$ cat src/rtl/node_adc_sar_pkg.sv
// Node voltage scale shared by all node models, plus sizing helpers for the
// successive-approximation node reader.
`ifndef NODE_SCALE_DEFS
`define NODE_SCALE_DEFS
`ifndef W
`define W 16
`endif
`ifndef HI
`define HI 8191
`endif
`ifndef LO
`define LO (-8192)
`endif
`define ADC_SPAN (`HI-`LO)
`endif

package node_adc_sar_pkg;

    localparam int ADC_W    = `W;
    localparam int ADC_HI   = `HI;
    localparam int ADC_LO   = `LO;
    localparam int ADC_SPAN = `ADC_SPAN;

    // Sign bit plus one guard bit over the worst-case (vh-LO)<<N magnitude.
    function automatic int cmp_width(input int n);
        return ADC_W + n + 2;
    endfunction

endpackage

$ cat src/rtl/node_adc_cmp.sv
// Combinational trial comparator: trial*(HI-LO) <= (vh-LO)*2^N, evaluated
// exactly in a signed width wide enough that neither side can overflow.
module node_adc_cmp
    import node_adc_sar_pkg::*;
#(
    parameter int N = 8
) (
    input  logic [N-1:0]            trial_i,
    input  logic signed [ADC_W-1:0] vh_i,
    output logic                    le_o
);

    localparam int CW = cmp_width(N);

    logic signed [CW-1:0] lhs;
    logic signed [CW-1:0] rhs;

    always_comb begin
        lhs  = CW'(trial_i) * CW'(ADC_SPAN);
        rhs  = (CW'(vh_i) - CW'(ADC_LO)) <<< N;
        le_o = (lhs <= rhs);
    end

endmodule

$ cat src/rtl/node_adc_sar.sv
// Successive-approximation reader for a simulated signed node voltage, with
// optional 2^AVG_LOG2 oversampling and a truncating mean.
module node_adc_sar
    import node_adc_sar_pkg::*;
#(
    parameter int N        = 8,
    parameter int AVG_LOG2 = 0
) (
    input  logic                    eclk,
    input  logic                    erst_n,
    input  logic signed [ADC_W-1:0] v,
    input  logic                    start,
    output logic                    busy,
    output logic                    valid,
    output logic [N-1:0]            code,
    output logic                    oor
);

    typedef enum logic [2:0] {
        IDLE,
        SAMPLE,
        CONVERT,
        ACCUM,
        DONE
    } state_e;

    localparam int AW   = N + AVG_LOG2;
    localparam int CNTW = (AVG_LOG2 > 0) ? AVG_LOG2 : 1;
    localparam int BW   = $clog2(N);

    localparam logic [CNTW-1:0]         CNT_LAST = CNTW'((1 << AVG_LOG2) - 1);
    localparam logic [BW-1:0]           B_TOP    = BW'(N - 1);
    localparam logic signed [ADC_W-1:0] LO_V     = ADC_W'(ADC_LO);
    localparam logic signed [ADC_W-1:0] HI_V     = ADC_W'(ADC_HI);

    state_e                  state_q,   state_d;
    logic signed [ADC_W-1:0] vh_q,      vh_d;
    logic [N-1:0]            t_q,       t_d;
    logic [BW-1:0]           b_q,       b_d;
    logic [AW-1:0]           acc_q,     acc_d;
    logic [CNTW-1:0]         cnt_q,     cnt_d;
    logic                    oor_acc_q, oor_acc_d;
    logic [N-1:0]            code_q,    code_d;
    logic                    oor_q,     oor_d;

    logic [N-1:0] trial;
    logic         keep;

    assign trial = t_q | (N'(1) << b_q);

    node_adc_cmp #(
        .N(N)
    ) u_cmp (
        .trial_i (trial),
        .vh_i    (vh_q),
        .le_o    (keep)
    );

    always_ff @(posedge eclk) begin
        if (!erst_n) begin
            state_q   <= IDLE;
            vh_q      <= '0;
            t_q       <= '0;
            b_q       <= '0;
            acc_q     <= '0;
            cnt_q     <= '0;
            oor_acc_q <= 1'b0;
            code_q    <= '0;
            oor_q     <= 1'b0;
        end else begin
            state_q   <= state_d;
            vh_q      <= vh_d;
            t_q       <= t_d;
            b_q       <= b_d;
            acc_q     <= acc_d;
            cnt_q     <= cnt_d;
            oor_acc_q <= oor_acc_d;
            code_q    <= code_d;
            oor_q     <= oor_d;
        end
    end

    always_comb begin
        state_d   = state_q;
        vh_d      = vh_q;
        t_d       = t_q;
        b_d       = b_q;
        acc_d     = acc_q;
        cnt_d     = cnt_q;
        oor_acc_d = oor_acc_q;
        code_d    = code_q;
        oor_d     = oor_q;
        case (state_q)
            IDLE: begin
                if (start) begin
                    state_d   = SAMPLE;
                    acc_d     = '0;
                    cnt_d     = '0;
                    oor_acc_d = 1'b0;
                end
            end
            SAMPLE: begin
                vh_d      = v;
                oor_acc_d = oor_acc_q | (v < LO_V) | (v > HI_V);
                t_d       = '0;
                b_d       = B_TOP;
                state_d   = CONVERT;
            end
            CONVERT: begin
                if (keep) begin
                    t_d = trial;
                end
                if (b_q == '0) begin
                    state_d = ACCUM;
                end else begin
                    b_d = b_q - BW'(1);
                end
            end
            ACCUM: begin
                acc_d = acc_q + AW'(t_q);
                if (cnt_q == CNT_LAST) begin
                    state_d = DONE;
                end else begin
                    cnt_d   = cnt_q + CNTW'(1);
                    state_d = SAMPLE;
                end
            end
            DONE: begin
                code_d  = acc_q[AW-1:AVG_LOG2];
                oor_d   = oor_acc_q;
                state_d = IDLE;
            end
            default: state_d = IDLE;
        endcase
    end

    // The result is shown during the DONE cycle itself so code/oor change
    // together with the valid pulse, then held from the registers.
    always_comb begin
        busy  = (state_q == SAMPLE) || (state_q == CONVERT) || (state_q == ACCUM);
        valid = (state_q == DONE);
        code  = valid ? acc_q[AW-1:AVG_LOG2] : code_q;
        oor   = valid ? oor_acc_q : oor_q;
    end

endmodule

$ cat config.mk
export PLATFORM = sky130hd
export DESIGN_NAME = node_adc_sar
export DESIGN_NICKNAME = d
export VERILOG_FILES = /design/src/rtl/node_adc_sar_pkg.sv /design/src/rtl/node_adc_cmp.sv /design/src/rtl/node_adc_sar.sv
export SDC_FILE = /design/constraint.sdc
export NUM_CORES = 1
export LEC_CHECK = 0
export CAP_MARGIN = 20
export CORE_MARGIN = 2
export CORE_UTILIZATION = 45
export CTS_CLUSTER_DIAMETER = 50
export DETAILED_ROUTE_END_ITERATION = 10
export MAX_ROUTING_LAYER = met4
export PLACE_DENSITY = 0.62
export SLEW_MARGIN = 5
export SYNTH_ARGS = -nofsm -noshare
export SYNTH_HDL_FRONTEND = slang
export SYNTH_HIERARCHICAL = 1
export SYNTH_SLANG_ARGS = --single-unit
export TNS_END_PERCENT = 50
$ cat constraint.sdc
create_clock -name eclk -period 18.45 [get_ports eclk]
set_input_delay 3.69 -clock eclk [delete_from_list [all_inputs] [get_ports eclk]]
set_output_delay 3.69 -clock eclk [all_outputs]
set_load 0.02 [all_outputs]
======== Word-level counts from Yosys, hierarchy flattened ========
Index checks and enable logic that the tools add are counted.
storage, ports and cells
  memories ................................ 0
  bits in latches ......................... 0
  output and inout bits ................... 11
  bits in registers ....................... 49
  word-level logic and storage cells ...... 57
  RAM bits ................................ 0
  input bits .............................. 19
  ROM bits ................................ 0
operators by class
  reductions and logical operators ........ 12
  divide/modulo/power cells ............... 0
  add/subtract/negate cells ............... 4
  eq/ne operators ......................... 8
  multiply operators ...................... 1
  shifts and indexed selects .............. 1
  bitwise operators ....................... 3
  order comparisons ....................... 3
  multiplexer cells ....................... 16
operators with widths
  cell                                                                                number
  8-bit one-hot mux with 2 select lines                                               2
  23-bit by 26-bit less-or-equal comparator with 1-bit output                         1
  8-bit 2-to-1 mux                                                                    3
  8-bit by 14-bit multiplier with 22-bit output (second input constant)               1
  16-bit by 14-bit subtractor with 17-bit output (second input constant)              1
  16-bit by 14-bit greater-than comparator with 1-bit output (second input constant)  1
  16-bit by 14-bit < comparator with 1-bit output (second input constant)             1
  3-bit 2-to-1 mux                                                                    4
  3-bit one-hot mux with 4 select lines                                               1
  2-bit AND reduction                                                                 5
  8-bit adder                                                                         1
  2-bit inequality test (second input constant)                                       4
  8-bit OR                                                                            1
  1-bit by 3-bit left shift with 8-bit output (first input constant)                  1
  3-bit by 2-bit equality test with 1-bit output (second input constant)              2
  3-bit logical NOT                                                                   2
  3-bit one-hot mux with 2 select lines                                               1
  2-bit nonzero test                                                                  3
  1-bit one-hot mux with 2 select lines                                               2
  3-bit by 1-bit equality test with 1-bit output (second input constant)              1
  3-bit equality test (second input constant)                                         1
  1-bit 2-to-1 mux                                                                    3
  3-bit by 1-bit subtractor with 3-bit output (second input constant)                 1
  1-bit logical OR                                                                    2
  other kinds (2)                                                                     3

======== Logic depth before layout (Yosys ltp) ========
  depth in word-level cells ............... 6
  depth in mapped cells ................... 27
  depth with buffers taken out ............ 26

======== Modules after synthesis ========
The synthesis kept the hierarchy.
modules (own cells, without submodules)
  module        sequential area each (um^2)  area each (um^2)  cells each  times used
  node_adc_cmp  0.0                          2436.1            296         1
  node_adc_sar  960.9                        2207.1            253         1

======== Worst setup path after synthesis ========
OpenSTA, ideal clock, no wires.
  path kind ............................... register to register
  start ................................... register b_q[0]
  end ..................................... register t_q[0]
  arrival time ............................ 6.442 ns
  setup time .............................. 0.065 ns
  stages on the path, launching flop included .. 26
  clock period less this slack ............ 6.507 ns
  slack ................................... 11.943 ns
  required time ........................... 18.385 ns
  buffers on the path ..................... 1
  cell sequence ........................... dfxtp_1 -> inv_1 -> ha_1 -> a21o_1 -> fa_1 -> fa_1 -> inv_1 -> fa_1 -> fa_1 -> inv_1 -> ha_1 -> a2111oi_0 -> o21ai_0 -> a21oi_1 -> o21ai_0 -> xor2_1 -> ha_1 -> nand4b_1 -> a211oi_2 -> nand2_1 -> or4_1 -> a22oi_1 -> and3_1 -> clkbuf_1 -> a22oi_1 -> nor2_1
on the way
  cells in the longest elaborated chain, start to end .. 6
  elaborated cells on any way between the ends .. 8
  classes of those cells .................. mul (1); order compare (1); eq/ne (1); shift (1); mux (2); bitwise (1); reduce/logical (1)
RTL lines
  item                                                         line                RTL
  from (decl)                                                  node_adc_sar.sv:39  logic [BW-1:0] b_q, b_d;
  from (signal assigned)                                       node_adc_sar.sv:64  b_q <= '0;
  from (signal assigned)                                       node_adc_sar.sv:74  b_q <= b_d;
  1-bit by 3-bit left shift with 8-bit output                  node_adc_sar.sv:49  assign trial = t_q | (N'(1) << b_q);
  8-bit OR                                                     node_adc_sar.sv:49
  via trial[6]                                                 node_adc_sar.sv:46  logic [N-1:0] trial;
  8-bit by 14-bit multiplier with 22-bit output                node_adc_cmp.sv:19  lhs = CW'(trial_i) * CW'(ADC_SPAN);
  23-bit by 26-bit less-or-equal comparator with 1-bit output  node_adc_cmp.sv:21  le_o = (lhs <= rhs);
  via keep                                                     node_adc_sar.sv:47  logic keep;
  2-bit inequality test (no source line)                       -
  2-bit AND reduction (no source line)                         -
  to (signal assigned)                                         node_adc_sar.sv:73  t_q <= t_d;
  to (decl)                                                    node_adc_sar.sv:38  logic [N-1:0] t_q, t_d;
The timed path passes the listed nets, and every way through them passes these cells. The select of a mux whose other input is x is not followed.
A chain may end at the register's enable or synchronous reset.

======== Worst setup path in the final report ========
  start ................................... register b_q[1]
  end ..................................... register t_q[2]
The elaborated chain is that of the path after synthesis.

==> out/summary.txt <==
status: complete, no violations
number of remaining DRC errors: 0
EDFF count, synth: 0
Port Buffers: 29
WP data required: 18.69 ns
FP Rows: 37
ANT nets after route: 0
clock root buffer: clkbuf_8
global routing usage on met2: 32.8%
final setup vio count: 0
post-synth net total: 666
Worst Tran Pin Value: 1.04 ns
I/O pin count: 30
Final Max Slew Viols: 0
first-pass GRT wire length: 18100 um
met1 GRT Util: 28.0%
Synth Instances: 549
Iter 0 DRT Violations: 145
MaxCap Viol Count: 0
final wirelength: 10600 um
hold-fix buffers at CTS: 0
postcts setup bufs: 0
type of origin of the critical path: flop
Worst Skew: 0.00292 ns
Die Width: 106 um
Worst setup EP type: flop
HPWL after DPL: 8480 um
yosys warns: 6
cts repair resizes: 0
Starting Density: 45.6%
clk_lat worst skew: 0.31 ns
mean post-synth cell area: 8.46 sq um
DIE AREA: 11100 sq um
vias post-DR: 3841
ANT cells: 0
fin nets: 688
Global Route met3 Usage: 2.84%
Post-synth ARST share: 0%
RSZ-0062 raised after global routing: no
routability cong.: 0.930
routed length per placed instance: 14.9 um
Synth Flop Type: dfxtp_1
Hold Path Class: flop to flop
Area Overhead vs Synth: 10.9%
post-DR vias/cell: 5.43
minimum clock period: 7.20 ns
max_slew headroom: 30.3%
sequential area share after synthesis: 20.7%
Top Usage Layer GRT: met2
Clock transition at path regs: 0.09 ns
largest net degree at the start of global routing: 33
Yosys cell types: 56
GRT Total Usage: 20.6%
clk sinks: 48
vias in the first global route: 3802
die height: 106 um
layout cell share with drive strength beyond 1: 4.37%
Core Box Area: 10200 sq um
Achievable Freq: 139 MHz
Crit Path Category: flop to flop
setup TNS: 0 ns
filler-free cell count of the finished design: 708
placed insts: 699
Fin. Hold Viols: 0
initial antenna violation count: 0
final worst-path cycle share: 39.0%
grt ovf: 0
CTS tree: yes
synthesized flop and latch total: 48
TritonRoute pass-1 iters: 4
Max FO, Critical Path: 8
clk buf depth: 2
H-tree Lvls: 2
crit path DAT: 7.44 ns
TritonCTS Buffers: 5
Synth Cell Area: 4640 sq um
==> cells by family after synthesis <==
family,Yosys count,synth area share (%)
AND/OR/NAND/NOR,155,16.1
flip-flops,48,20.7
buffers and inverters,83,7.01
adder cells (fa/ha/maj),98,31.3
multiplexers,14,3.26
AO/OA/AOI/OAI,130,17.7
XOR/XNOR,21,3.96
==> placed cells by master (no fill, tap or decap), types with 6 or more instances in the layout <==
master	netlist	routed
clkdlybuf4s50_1	0	29
nor3_1	7	7
a22oi_1	12	12
and3_1	6	6
o21ai_0	26	26
inv_1	68	68
a21oi_1	45	45
a21o_1	14	14
nor2_1	30	30
xor2_1	11	11
and2_1	14	14
nand2_1	62	62
ha_1	68	68
mux2_2	9	9
fa_1	30	30
xnor2_1	10	10
nand3_1	10	10
dfxtp_1	48	48
==> path summary, 6_finish.rpt <==
path              startpoint        to  slack (ns)  depth (start not counted)
setup reg to reg      b_q[1]    t_q[2]       11.25                         24
hold / removal      vh_q[11]  vh_q[11]        0.46                          2
hold reg to reg     vh_q[11]  vh_q[11]        0.46                          2
setup / recovery      b_q[1]    t_q[2]       11.25                         24
==> through the flow <==
step | area [sq um] | worst slack (ns) | utilization, % | hold slack [ns]
floorplan | 4640 | 11.94 | - | 0.436
CTS | 5140 | 11.25 | 50.5 | 0.460
global placement | 5030 | 11.49 | 49.4 | 0.444
finish | 5150 | 11.25 | 50.6 | 0.457
detailed placement | 5030 | 11.30 | 49.4 | 0.448
global route | 5150 | 10.81 | 50.6 | 0.481
==> registers in the layout, indices dropped and copies added (netlist names) <==
name       count
acc_q          8
b_q            3
code_q         8
oor_acc_q      1
oor_q          1
state_q        3
t_q            8
vh_q          16
==> cell usage after synthesis (10+ instances only) <==
master | count | share of area, %
nand3_1 | 10 | 1.1
inv_1 | 68 | 5.5
ha_1 | 68 | 18
o21ai_0 | 26 | 2.8
a21oi_1 | 45 | 4.9
dfxtp_1 | 48 | 21
a22oi_1 | 12 | 1.9
and2_1 | 14 | 1.9
xor2_1 | 11 | 2.1
xnor2_1 | 10 | 1.9
nor2_1 | 30 | 2.4
nand2_1 | 62 | 5.0
a21o_1 | 14 | 2.3
fa_1 | 30 | 13
==> worst max-delay path, cell delays in order, from the launching register on <==
cell and delay, ns:
dfxtp_1 0.40, inv_1 0.10, ha_1 0.21, a21o_1 0.31, fa_1 0.68, fa_1 0.66
inv_1 0.11, fa_1 0.51, inv_1 0.05, fa_1 0.46, ha_1 0.40, and2_1 0.24
a221o_1 0.35, o211ai_1 0.27, a21oi_1 0.11, nor3_1 0.32, ha_1 0.22, nand2_1 0.08
a211oi_2 0.25, nand2_1 0.08, or4_1 0.53, a22oi_1 0.16, and3_1 0.37, a22oi_1 0.13
nor2_1 0.13
==> cell type report <==
class,instances,area (sq um)
timing repair buffer,30,298
fill,1024,5040
tap,136,170
multi-input combinational,418,3360
clock buffer,6,72.6
inverter,68,255
clock inverter,2,35.0
sequential,48,961
==> layer usage <==
metal	wire [um]	part of all wire (%)	vias up
met2	4950	47	82
li1	-	-	1926
met3	537	5.1	10
met5	0	0	-
met4	114	1.1	0
met1	4980	47	1823
Power is not shown: default switching activity piles up to over one toggle a cycle in this logic, so the estimate is an artifact.
